**config.mk**
```make
export PLATFORM = sky130hd
export DESIGN_NAME = decode_stage_mc_flat
export DESIGN_NICKNAME = d
export VERILOG_FILES = /design/src/rtl/decode_stage_mc_pkg.sv /design/src/rtl/decode_stage_mc_if.sv /design/src/rtl/decode_stage_mc_main_decode_comb.sv /design/src/rtl/decode_stage_mc.sv /design/src/flat_wrapper.sv
export SDC_FILE = /design/constraint.sdc
export NUM_CORES = 1
export LEC_CHECK = 0
export ABC_AREA = 1
export CORE_MARGIN = 2
export CORE_UTILIZATION = 25
export CTS_CLUSTER_DIAMETER = 80
export DETAILED_ROUTE_END_ITERATION = 8
export GPL_TIMING_DRIVEN = 0
export RECOVER_POWER = 25
export SYNTH_ARGS = -nofsm -noshare
export SYNTH_HDL_FRONTEND = slang
export SYNTH_SLANG_ARGS = --single-unit
```
**constraint.sdc**
```tcl
create_clock -name clk -period 1.55 [get_ports clk]
set_input_delay 0.2325 -clock clk [delete_from_list [all_inputs] [get_ports clk]]
set_output_delay 0.2325 -clock clk [all_outputs]
set_load 0.005 [all_outputs]
```
**src/rtl/decode_stage_mc_pkg.sv**
```systemverilog
// Shared types and encodings for the registered ARM-subset decode stage.
// Holds the opcode/cmd/ALU encodings, the E-stage control bundle and the FSM state type.
package decode_pkg;

    localparam int ALU_W = 3;

    typedef enum logic [1:0] {
        DP    = 2'b00,
        MEM   = 2'b01,
        BR    = 2'b10,
        UNDEF = 2'b11
    } op_t;

    localparam logic [3:0] CMD_ADD = 4'b0100;
    localparam logic [3:0] CMD_SUB = 4'b0010;
    localparam logic [3:0] CMD_AND = 4'b0000;
    localparam logic [3:0] CMD_ORR = 4'b1100;
    localparam logic [3:0] CMD_XOR = 4'b1101;
    localparam logic [3:0] CMD_MUL = 4'b0001;
    localparam logic [3:0] CMD_CMP = 4'b1111;

    localparam logic [ALU_W-1:0] ALU_ADD = 3'b011;
    localparam logic [ALU_W-1:0] ALU_SUB = 3'b010;
    localparam logic [ALU_W-1:0] ALU_AND = 3'b000;
    localparam logic [ALU_W-1:0] ALU_ORR = 3'b101;
    localparam logic [ALU_W-1:0] ALU_XOR = 3'b001;
    localparam logic [ALU_W-1:0] ALU_MUL = 3'b110;
    localparam logic [ALU_W-1:0] ALU_CMP = 3'b100;

    typedef struct packed {
        logic             pcsrc;
        logic             regwrite;
        logic             memwrite;
        logic             memtoreg;
        logic             alusrc;
        logic             branch;
        logic [1:0]       immsrc;
        logic [1:0]       regsrc;
        logic [ALU_W-1:0] alucontrol;
        logic [1:0]       flagwrite;
        logic [3:0]       cond;
    } ctrl_bundle_t;

    typedef enum logic {
        IDLE     = 1'b0,
        MUL_WAIT = 1'b1
    } state_t;

endpackage

```
**src/rtl/decode_stage_mc_if.sv**
```systemverilog
// Decode-stage bus: instruction fields in, registered E-stage bundle out.
// The producer (master) drives the *_i signals; the decode stage (slave) drives the *_o signals.
interface decode_stage_mc_if #(
    parameter int REG_ADDR_W = 4,
    parameter int ALU_CTRL_W = 3
);
    import decode_pkg::*;

    // Handshake: an instruction transfers on a rising edge where valid_i & ready_o & ~flush_i;
    // ready_o depends only on stage state and stall_i, never on valid_i, and valid_o marks
    // a bundle that Execute must consume (no downstream back-pressure besides stall_i).
    logic                  valid_i;
    logic                  ready_o;
    logic [1:0]            op_i;
    logic [5:0]            funct_i;
    logic [REG_ADDR_W-1:0] rd_i;
    logic [3:0]            cond_i;
    logic                  stall_i;
    logic                  flush_i;

    logic                  valid_o;
    logic                  pcsrc_o;
    logic                  regwrite_o;
    logic                  memwrite_o;
    logic                  memtoreg_o;
    logic                  alusrc_o;
    logic                  branch_o;
    logic [1:0]            immsrc_o;
    logic [1:0]            regsrc_o;
    logic [ALU_CTRL_W-1:0] alucontrol_o;
    logic [1:0]            flagwrite_o;
    logic [3:0]            cond_o;
    logic                  undef_o;

    state_t                dbg_state_o;
    logic [7:0]            dbg_count_o;

    modport master (
        output valid_i, op_i, funct_i, rd_i, cond_i, stall_i, flush_i,
        input  ready_o, valid_o, pcsrc_o, regwrite_o, memwrite_o, memtoreg_o, alusrc_o,
               branch_o, immsrc_o, regsrc_o, alucontrol_o, flagwrite_o, cond_o, undef_o,
               dbg_state_o, dbg_count_o
    );

    modport slave (
        input  valid_i, op_i, funct_i, rd_i, cond_i, stall_i, flush_i,
        output ready_o, valid_o, pcsrc_o, regwrite_o, memwrite_o, memtoreg_o, alusrc_o,
               branch_o, immsrc_o, regsrc_o, alucontrol_o, flagwrite_o, cond_o, undef_o,
               dbg_state_o, dbg_count_o
    );

endinterface

```
**src/rtl/decode_stage_mc_main_decode_comb.sv**
```systemverilog
// Purely combinational main decoder: Op/Funct/Rd/Cond to control bundle, MUL and undef flags.
// Unknown Op or DP cmd yields undef with all write enables cleared, never X.
module main_decode_comb
    import decode_pkg::*;
#(
    parameter int                    REG_ADDR_W = 4,
    parameter logic [REG_ADDR_W-1:0] PC_REG     = '1
) (
    input  logic [1:0]            i_op,
    input  logic [5:0]            i_funct,
    input  logic [REG_ADDR_W-1:0] i_rd,
    input  logic [3:0]            i_cond,
    output ctrl_bundle_t          o_bundle,
    output logic                  o_is_mul,
    output logic                  o_undef
);

    ctrl_bundle_t w_b;
    logic         w_alu_op;
    logic         w_undef;
    logic         w_is_mul;
    logic         w_addsub;
    logic [3:0]   w_cmd;

    assign w_cmd = i_funct[4:1];

    always_comb begin
        w_b            = '0;
        w_b.alucontrol = ALU_ADD;
        w_b.cond       = i_cond;
        w_alu_op       = 1'b0;
        w_undef        = 1'b0;
        w_is_mul       = 1'b0;
        w_addsub       = 1'b0;

        case (i_op)
            DP: begin
                w_b.regwrite = 1'b1;
                w_b.alusrc   = i_funct[5];
                w_alu_op     = 1'b1;
            end
            MEM: begin
                w_b.immsrc = 2'b01;
                w_b.alusrc = 1'b1;
                if (i_funct[0]) begin
                    w_b.memtoreg = 1'b1;
                    w_b.regwrite = 1'b1;
                end else begin
                    w_b.regsrc   = 2'b10;
                    w_b.memwrite = 1'b1;
                end
            end
            BR: begin
                w_b.regsrc = 2'b01;
                w_b.immsrc = 2'b10;
                w_b.alusrc = 1'b1;
                w_b.branch = 1'b1;
            end
            default: w_undef = 1'b1;
        endcase

        if (w_alu_op) begin
            case (w_cmd)
                CMD_ADD: begin w_b.alucontrol = ALU_ADD; w_addsub = 1'b1; end
                CMD_SUB: begin w_b.alucontrol = ALU_SUB; w_addsub = 1'b1; end
                CMD_AND: w_b.alucontrol = ALU_AND;
                CMD_ORR: w_b.alucontrol = ALU_ORR;
                CMD_XOR: w_b.alucontrol = ALU_XOR;
                CMD_MUL: begin w_b.alucontrol = ALU_MUL; w_is_mul = 1'b1; end
                CMD_CMP: w_b.alucontrol = ALU_CMP;
                default: begin
                    w_undef      = 1'b1;
                    w_b.regwrite = 1'b0;
                end
            endcase
            // Flag updates are write enables too, so an undefined cmd must not touch flags.
            w_b.flagwrite[1] = i_funct[0] & ~w_undef;
            w_b.flagwrite[0] = i_funct[0] & ~w_undef & w_addsub;
        end

        w_b.pcsrc = ((i_rd == PC_REG) & w_b.regwrite) | w_b.branch;
    end

    assign o_bundle = w_b;
    assign o_is_mul = w_is_mul;
    assign o_undef  = w_undef;

endmodule

```
**src/rtl/decode_stage_mc.sv**
```systemverilog
// Registered decode stage: D/E bundle register with stall/flush and MUL wait-state sequencing.
// A fired MUL parks the stage in MUL_WAIT for MUL_CYCLES-1 bubble cycles before accepting again.
module decode_stage_mc
    import decode_pkg::*;
#(
    parameter int                    MUL_CYCLES = 3,
    parameter int                    REG_ADDR_W = 4,
    parameter logic [REG_ADDR_W-1:0] PC_REG     = '1,
    parameter int                    ALU_CTRL_W = 3
) (
    input  logic              clk,
    input  logic              rst_n,
    decode_stage_mc_if.slave  bus
);

    localparam int             CNT_W    = $clog2(MUL_CYCLES + 1);
    localparam logic [CNT_W-1:0] CNT_LOAD = CNT_W'(MUL_CYCLES - 1);

    ctrl_bundle_t     w_bundle;
    logic             w_is_mul;
    logic             w_undef;
    logic             w_ready;
    logic             w_fire;
    state_t           r_state;
    state_t           w_state_nxt;
    logic [CNT_W-1:0] r_cnt;
    logic [CNT_W-1:0] w_cnt_nxt;
    ctrl_bundle_t     r_bundle;
    logic             r_valid;
    logic             r_undef;

    main_decode_comb #(
        .REG_ADDR_W (REG_ADDR_W),
        .PC_REG     (PC_REG)
    ) u_main_decode (
        .i_op     (bus.op_i),
        .i_funct  (bus.funct_i),
        .i_rd     (bus.rd_i),
        .i_cond   (bus.cond_i),
        .o_bundle (w_bundle),
        .o_is_mul (w_is_mul),
        .o_undef  (w_undef)
    );

    assign w_ready = (r_state == IDLE) & ~bus.stall_i;
    assign w_fire  = bus.valid_i & w_ready & ~bus.flush_i;

    always_ff @(posedge clk or negedge rst_n) begin
        if (!rst_n) begin
            r_state <= IDLE;
            r_cnt   <= '0;
        end else begin
            r_state <= w_state_nxt;
            r_cnt   <= w_cnt_nxt;
        end
    end

    always_comb begin
        w_state_nxt = r_state;
        w_cnt_nxt   = r_cnt;
        if (bus.flush_i) begin
            w_state_nxt = IDLE;
            w_cnt_nxt   = '0;
        end else if (!bus.stall_i) begin
            case (r_state)
                IDLE: begin
                    if (w_fire && w_is_mul && !w_undef && (MUL_CYCLES > 1)) begin
                        w_state_nxt = MUL_WAIT;
                        w_cnt_nxt   = CNT_LOAD;
                    end
                end
                MUL_WAIT: begin
                    if (r_cnt != '0) w_cnt_nxt = r_cnt - CNT_W'(1);
                    if (r_cnt <= CNT_W'(1)) w_state_nxt = IDLE;
                end
                default: begin
                    w_state_nxt = IDLE;
                    w_cnt_nxt   = '0;
                end
            endcase
        end
    end

    // On flush the bundle fields keep their last value; only valid_o is cleared.
    always_ff @(posedge clk or negedge rst_n) begin
        if (!rst_n) begin
            r_valid  <= 1'b0;
            r_undef  <= 1'b0;
            r_bundle <= '0;
        end else if (bus.flush_i) begin
            r_valid  <= 1'b0;
        end else if (!bus.stall_i) begin
            r_valid <= w_fire;
            if (w_fire) begin
                r_bundle <= w_bundle;
                r_undef  <= w_undef;
            end
        end
    end

    assign bus.ready_o      = w_ready;
    assign bus.valid_o      = r_valid;
    assign bus.pcsrc_o      = r_bundle.pcsrc;
    assign bus.regwrite_o   = r_bundle.regwrite;
    assign bus.memwrite_o   = r_bundle.memwrite;
    assign bus.memtoreg_o   = r_bundle.memtoreg;
    assign bus.alusrc_o     = r_bundle.alusrc;
    assign bus.branch_o     = r_bundle.branch;
    assign bus.immsrc_o     = r_bundle.immsrc;
    assign bus.regsrc_o     = r_bundle.regsrc;
    assign bus.alucontrol_o = ALU_CTRL_W'(r_bundle.alucontrol);
    assign bus.flagwrite_o  = r_bundle.flagwrite;
    assign bus.cond_o       = r_bundle.cond;
    assign bus.undef_o      = r_undef;
    assign bus.dbg_state_o  = r_state;
    assign bus.dbg_count_o  = 8'(r_cnt);

endmodule

```
**src/flat_wrapper.sv**
```systemverilog
// flat-port wrapper written by rule: the top's interface ports become plain ports
module decode_stage_mc_flat import decode_pkg::*;
#(
    parameter int                    MUL_CYCLES = 3,
    parameter int                    REG_ADDR_W = 4,
    parameter logic [REG_ADDR_W-1:0] PC_REG     = '1,
    parameter int                    ALU_CTRL_W = 3
)
  (clk, rst_n, bus_valid_i, bus_op_i, bus_funct_i, bus_rd_i, bus_cond_i, bus_stall_i, bus_flush_i, bus_ready_o, bus_valid_o, bus_pcsrc_o, bus_regwrite_o, bus_memwrite_o, bus_memtoreg_o, bus_alusrc_o, bus_branch_o, bus_immsrc_o, bus_regsrc_o, bus_alucontrol_o, bus_flagwrite_o, bus_cond_o, bus_undef_o, bus_dbg_state_o, bus_dbg_count_o);
  decode_stage_mc_if #(.REG_ADDR_W(REG_ADDR_W), .ALU_CTRL_W(ALU_CTRL_W)) bus_i ();
  input  logic clk;
  input  logic rst_n;
  input wire logic [$bits(bus_i.valid_i)-1:0] bus_valid_i;
  input wire logic [$bits(bus_i.op_i)-1:0] bus_op_i;
  input wire logic [$bits(bus_i.funct_i)-1:0] bus_funct_i;
  input wire logic [$bits(bus_i.rd_i)-1:0] bus_rd_i;
  input wire logic [$bits(bus_i.cond_i)-1:0] bus_cond_i;
  input wire logic [$bits(bus_i.stall_i)-1:0] bus_stall_i;
  input wire logic [$bits(bus_i.flush_i)-1:0] bus_flush_i;
  output wire logic [$bits(bus_i.ready_o)-1:0] bus_ready_o;
  output wire logic [$bits(bus_i.valid_o)-1:0] bus_valid_o;
  output wire logic [$bits(bus_i.pcsrc_o)-1:0] bus_pcsrc_o;
  output wire logic [$bits(bus_i.regwrite_o)-1:0] bus_regwrite_o;
  output wire logic [$bits(bus_i.memwrite_o)-1:0] bus_memwrite_o;
  output wire logic [$bits(bus_i.memtoreg_o)-1:0] bus_memtoreg_o;
  output wire logic [$bits(bus_i.alusrc_o)-1:0] bus_alusrc_o;
  output wire logic [$bits(bus_i.branch_o)-1:0] bus_branch_o;
  output wire logic [$bits(bus_i.immsrc_o)-1:0] bus_immsrc_o;
  output wire logic [$bits(bus_i.regsrc_o)-1:0] bus_regsrc_o;
  output wire logic [$bits(bus_i.alucontrol_o)-1:0] bus_alucontrol_o;
  output wire logic [$bits(bus_i.flagwrite_o)-1:0] bus_flagwrite_o;
  output wire logic [$bits(bus_i.cond_o)-1:0] bus_cond_o;
  output wire logic [$bits(bus_i.undef_o)-1:0] bus_undef_o;
  output wire logic [$bits(bus_i.dbg_state_o)-1:0] bus_dbg_state_o;
  output wire logic [$bits(bus_i.dbg_count_o)-1:0] bus_dbg_count_o;
  assign bus_i.valid_i = bus_valid_i;
  assign bus_i.op_i = bus_op_i;
  assign bus_i.funct_i = bus_funct_i;
  assign bus_i.rd_i = bus_rd_i;
  assign bus_i.cond_i = bus_cond_i;
  assign bus_i.stall_i = bus_stall_i;
  assign bus_i.flush_i = bus_flush_i;
  assign bus_ready_o = bus_i.ready_o;
  assign bus_valid_o = bus_i.valid_o;
  assign bus_pcsrc_o = bus_i.pcsrc_o;
  assign bus_regwrite_o = bus_i.regwrite_o;
  assign bus_memwrite_o = bus_i.memwrite_o;
  assign bus_memtoreg_o = bus_i.memtoreg_o;
  assign bus_alusrc_o = bus_i.alusrc_o;
  assign bus_branch_o = bus_i.branch_o;
  assign bus_immsrc_o = bus_i.immsrc_o;
  assign bus_regsrc_o = bus_i.regsrc_o;
  assign bus_alucontrol_o = bus_i.alucontrol_o;
  assign bus_flagwrite_o = bus_i.flagwrite_o;
  assign bus_cond_o = bus_i.cond_o;
  assign bus_undef_o = bus_i.undef_o;
  assign bus_dbg_state_o = bus_i.dbg_state_o;
  assign bus_dbg_count_o = bus_i.dbg_count_o;
  decode_stage_mc #(.MUL_CYCLES(MUL_CYCLES), .REG_ADDR_W(REG_ADDR_W), .PC_REG(PC_REG), .ALU_CTRL_W(ALU_CTRL_W)) u_core (.clk(clk), .rst_n(rst_n), .bus(bus_i));
endmodule
```
**Yosys cells after proc, flatten, opt, wreduce, memory -nomap -nowiden**

Cells that the tools add are included.

- Order comparisons: 1
- $add $sub $neg: 1
- Bitwise operators: 11
- Muxes and demuxes: 33
- Eq/ne operators: 12
- Reduce and logical (&&, ||, !) cells: 12

Operators with widths:

| operator | count |
|---|---|
| $mux 1 | 20 |
| $pmux 3 s6 | 1 |
| $eq 4x4->1 const B | 4 |
| $mux 2 | 6 |
| $pmux 4 s2 | 1 |
| $reduce_or 7->1 | 1 |
| $and 1x1->1 | 6 |
| $ne 3x3->1 const B | 2 |
| $pmux 1 s2 | 3 |
| $reduce_and 3->1 | 2 |
| $mux 5 | 1 |
| $eq 4x1->1 const B | 1 |
| $eq 4x2->1 const B | 1 |
| $eq 4x3->1 const B | 1 |
| $logic_not 4->1 | 1 |
| $not 1->1 | 4 |
| $pmux 2 s2 | 1 |
| $reduce_or 2->1 | 2 |
| $reduce_or 3->1 | 1 |
| $eq 2x1->1 const B | 1 |
| $eq 2x2->1 const B | 1 |
| $le 2x1->1 const B | 1 |
| $logic_and 1x1->1 | 2 |
| $logic_not 2->1 | 1 |
| 5 further kinds | 5 |

- Bits of input ports: 21
- Word-level logic and storage cells: 85
- Bits in registers: 24

**Depth between registers and ports, before layout**

- Depth in word-level cells: 12
- Depth in mapped cells: 11
- Gate-level depth less buffers: 11

**Hierarchy**

Synthesis repeated with hierarchy kept, for this count alone.

- Cells, all modules: 192
- Area total of the unflattened synthesis: 1,498.9 um^2

Modules (own cells, without submodules):

| module | area each (um^2) | seq. area each (um^2) | instances | cells each |
|---|---|---|---|---|
| decode_stage_mc | 1,123.6 | 600.6 | 1 | 128 |
| main_decode_comb | 375.4 | 0.0 | 1 | 64 |

**Least setup slack after synthesis**

No wires, ideal clock.

- Path kind: register to register
- From: reg u_core.r_state, in the netlist u_core.bus.dbg_state_o
- To: reg u_core.r_cnt[0]
- Arrival: 1.140 ns
- Setup slack: 0.298 ns
- Clock period less this slack: 1.252 ns
- Stages on the path, launching flop included: 9
- Cell sequence: dfrtp_1 -> nor2_4 -> nand3_4 -> nor3_2 -> nand3_2 -> nand2_2 -> nand3_1 -> nand2_1 -> inv_1

- Word-level cells in the longest chain between the ends: 8
- Elaborated cells on any way between the ends: 12

RTL lines:

| element | line | text |
|---|---|---|
| start: declaration | decode_stage_mc.sv:24 | `state_t r_state;` |
| start signal: assignment | decode_stage_mc.sv:53 | `r_state <= w_state_nxt;` |
| $not 1->1 | decode_stage_mc.sv:45 | `assign w_ready = (r_state == IDLE) & ~bus.stall_i;` |
| $and 1x1->1 | decode_stage_mc.sv:45 |  |
| net bus_ready_o | flat_wrapper.sv:20 | `output wire logic [$bits(bus_i.ready_o)-1:0] bus_ready_o;` |
| $and 1x1->1 (2 in a row) | decode_stage_mc.sv:46 | `assign w_fire = bus.valid_i & w_ready & ~bus.flush_i;` |
| $logic_and 1x1->1 (2 in a row) | decode_stage_mc.sv:67 | `if (w_fire && w_is_mul && !w_undef && (MUL_CYCLES > 1)) begin` |
| $ne 3x3->1 (no line) | - |  |
| $reduce_and 3->1 (no line) | - |  |
| end signal: assignment | decode_stage_mc.sv:54 | `r_cnt <= w_cnt_nxt;` |
| end: declaration | decode_stage_mc.sv:26 | `logic [CNT_W-1:0] r_cnt;` |

The timed path passes the listed nets, and every way through them passes these cells. The select of a mux whose other input is x is not followed.
A chain may end at the register's enable or synchronous reset.

**Final worst setup path**

- From: reg u_core.r_state, in the netlist u_core.bus.dbg_state_o
- To: out bus_dbg_state_o

RTL lines:

| element | line | text |
|---|---|---|
| end: declaration | flat_wrapper.sv:34 | `output wire logic [$bits(bus_i.dbg_state_o)-1:0] bus_dbg_state_o;` |

No word-level cell between the ends.

==> flow_metrics.tcl <==
set metrics [dict create \
    crit_required_ns 1.32 \
    postPlaceCellArea_um2 1840 \
    powerDensity_nw_per_um2 805 \
    clock_skew_ns 0.00387 \
    cellLeakagePower_nw 0.958 \
    post_drt_wl_per_cell_um 10.6 \
    area_growth_pct 51.5 \
    ios 52 \
    post_synth_num_cell_types 27 \
    holdPathStages 3 \
    outcome "complete, no violations" \
    irDropWorstVdd_mv 0.309 \
    yosysSeqAreaShare_pct 42.9 \
    clock-sinks 22 \
    clockPowerShare_pct 34.7 \
    met3_usage_pct 1.59 \
    power.share.sequential_pct 42.1 \
    ys_ff_latch 22 \
    r2r_end "u_core.bus.alusrc_o" \
    drive_gt1_share_pct 19.3 \
    diodes 0 \
    maxCapViolCount 0 \
    dr.pass1.iters 4 \
    fillCellCount 528 \
    p_sw_mw 0.374 \
    worst_setup_path_start_kind "flop" \
    hold_viol 0 \
    synthCells 150 \
    critPathArrivalTime_ns 1.23 \
    io_buffers 45 \
    dieHeight_um 75.7 \
    critPathKind "flop to primary output" \
    cp_top_family "buffers and inverters" \
    fin_area_um2 1940 \
    clock.fmax_mhz 682 \
    grt_overflow 0 \
    cp-end-kind "primary output" \
    period_share_pct 94.5 \
    gp_congestion 0.811 \
    power_mw 1.57 \
    drtIter0Drc 37 \
    crit_buf_inv 2 \
    rsz0062_at_grt "no" \
    top_usage_layer "met2" \
    slowest_delay_ns 0.43 \
    htreeDepth 1 \
    grt_pass1_wl_mm 4.71 \
    slew_viol_final 0 \
    die-width_um 75.7 \
    dp_hpwl_mm 2.28 \
    synth_top_area_share_pct 42.9 \
    whs_endpoint "u_core.bus.valid_o" \
    vias 1126 \
    switching_share_pct 23.9 \
    ff_latch_area_um2 552 \
    cp_max_fo 2 \
    synth_area_um2 1280 \
    intPower_mw 1.19 \
    syn_avg_cell_area_um2 8.56 \
    grt_pass1_vias 1003 \
    reg2reg_depth 7 \
    yosysTopAreaCell "dfrtp_1" \
    use_met2_pct 16.3 \
    track_usage_pct 11.1 \
    reg2reg_from "u_core.bus.dbg_state_o" \
    clk_path_buf_depth 2 \
    setup_viol 0 \
    antenna_found_initial 0 \
    initial_core_util_pct 25.5 \
    clk_pin_slew_worst_paths_ns 0.09 \
    drc 0 \
    worst_pin_slew_ns 1.03 \
    multi_input_area_um2 603 \
    synthTopCellsByArea "dfrtp_1 (43%), nand2_1 (11%), ha_1 (6.8%)" \
    cts_buffers 3 \
    ys_warn_count 0 \
    grt_max_degree 23 \
    cts_tree "done" \
    slew_headroom_pct 30.9 \
    cts_root_buf "clkbuf_8" \
    crit_chain "buf_4, clkdlybuf4s50_1" \
    min_path_type "primary input to flop" \
    drt-total-wl_mm 2.93 \
    core-area_um2 5040 \
    grtUsageMet1_pct 15.6 \
    r2r_setup_slack_ns 0.15 \
    insertion_delay_ns 0.27 \
    dieArea_um2 5720 \
    slowest_stage "clkdlybuf4s50_1" \
    final_nets 236 \
    p_comb_share_pct 23.2 \
    post-route-min-period_ns 1.47 \
    hold_path.startpoint "bus_stall_i" \
    rows 26 \
    ant_nets 0 \
    viasPerCell 4.06 \
]
==> cells in the mapped netlist <==
cell type	n
a21oi_1	7
clkinv_1	1
a21oi_2	1
o21ai_1	1
nand4_1	3
inv_2	2
o31ai_1	1
inv_1	17
nand2_2	5
buf_6	1
nand2_1	37
nand3_2	2
o21ai_0	1
nor2_4	3
nor3_2	1
nand3_1	4
nor2_2	4
dfrtp_1	22
nor2_1	8
nor3_1	1
buf_4	10
a31oi_1	2
o211ai_1	4
a22o_1	3
conb_1	1
ha_1	7
nand3_4	1
==> area by class of cell <==
type | count | area share [%]
Clock inverter | 1 | 1.54
Sequential cell | 22 | 28.4
Buffer | 11 | 4.18
Tap cell | 70 | 4.50
Multi-Input combinational cell | 102 | 31.0
Timing Repair Buffer | 48 | 24.4
Inverter | 20 | 3.86
Clock buffer | 3 | 2.12
==> placed cells by master (no fill, tap or decap), types with 3 or more instances in the layout <==
cell type	n
a21oi_1	7
a22o_1	3
buf_4	8
clkbuf_8	3
clkdlybuf4s50_1	40
conb_1	6
dfrtp_1	21
dlymetal6s2s_1	3
ha_1	6
inv_1	15
inv_2	4
nand2_1	37
nand2_2	5
nand3_1	4
nand4_1	3
nor2_1	8
nor2_2	4
nor2_4	3
o211ai_1	4
==> stage by stage <==
stage,utilization [%],setup WS (ns),hold WS (ns),std cells,setup TNS (ns)
floorplan,-,0.298,-0.0631,155,0
global placement,36.5,-0.309,0.465,270,-1.44
detailed placement,36.5,-0.328,0.469,270,-2.29
CTS,38.2,0.0158,0.431,276,0
global route,38.6,0.0320,0.464,277,0
finish,38.6,0.0846,0.438,277,0
==> worst min-delay path: stages <==
cell           delay [ns]
dlygate4sd2_1        0.29
nand3_1              0.10
nand2_1              0.05
==> registers in the layout, summed over array words and instances, names as in the netlist <==
name	flops
u_core.bus.memwrite_o	1
u_core.bus.memtoreg_o	1
u_core.bus.regwrite_o	1
u_core.bus.dbg_state_o	1
u_core.bus.branch_o	1
u_core.bus.flagwrite_o	2
u_core.bus.undef_o	1
u_core.bus.immsrc_o	1
u_core.bus.alucontrol_o	3
u_core.bus.pcsrc_o	1
u_core.bus.valid_o	1
u_core.bus.alusrc_o	1
u_core.bus.cond_o	4
u_core.r_cnt	2
u_core.bus.regsrc_o	1
==> layer usage <==
metal  vias to the layer above  share of wire, %  routed length (um)
met3                         4               4.6                 134
met5                         -                 0                   0
li1                        581                 -                   -
met2                        33                46                1350
met1                       508                48                1400
met4                         0               1.6                  47
==> repair_timing <==
item,CTS,global route
pin swaps,1,0
hold buffers,0,0
endpoints found under the setup margin,4,5
buffers inserted,2,1
gates resized for setup,4,6
gates cloned,0,0
==> power groups by stage <==
stage / Combinational [mW] / Clock, mW / Sequential [mW]
after floorplan: 0.141 / 0 / 0.674
after global placement: 0.368 / 0 / 0.669
after detailed placement: 0.372 / 0 / 0.671
after CTS: 0.372 / 0.571 / 0.661
after global routing: 0.407 / 0.595 / 0.668
final: 0.363 / 0.543 / 0.660
==> logic make-up after synthesis <==
group                    Yosys count  share of synthesized area (%)
AO/OA/AOI/OAI                     20                           10.1
AND/OR/NAND/NOR                   69                           27.3
buffers and inverters             31                           12.6
adder cells (fa/ha/maj)            7                           6.82
other                              1                          0.292
flip-flops                        22                           42.9
==> worst max-delay path by stage <==
stage / start / to / slack (ns) / cells after the start
6_report: u_core.bus.dbg_state_o / bus_dbg_state_o / 0.08 / 2
5_1_grt: bus_op_i[1] / u_core.r_cnt[1] / 0.03 / 9
2_1_floorplan: u_core.bus.dbg_state_o / u_core.r_cnt[0] / 0.30 / 8
3_3_place_gp: bus_op_i[0] / u_core.r_cnt[0] / -0.31 / 10
3_5_place_dp: bus_op_i[0] / u_core.r_cnt[0] / -0.33 / 10
4_1_cts: bus_op_i[0] / u_core.r_cnt[0] / 0.02 / 10
Power figures use the tool's default switching activity.
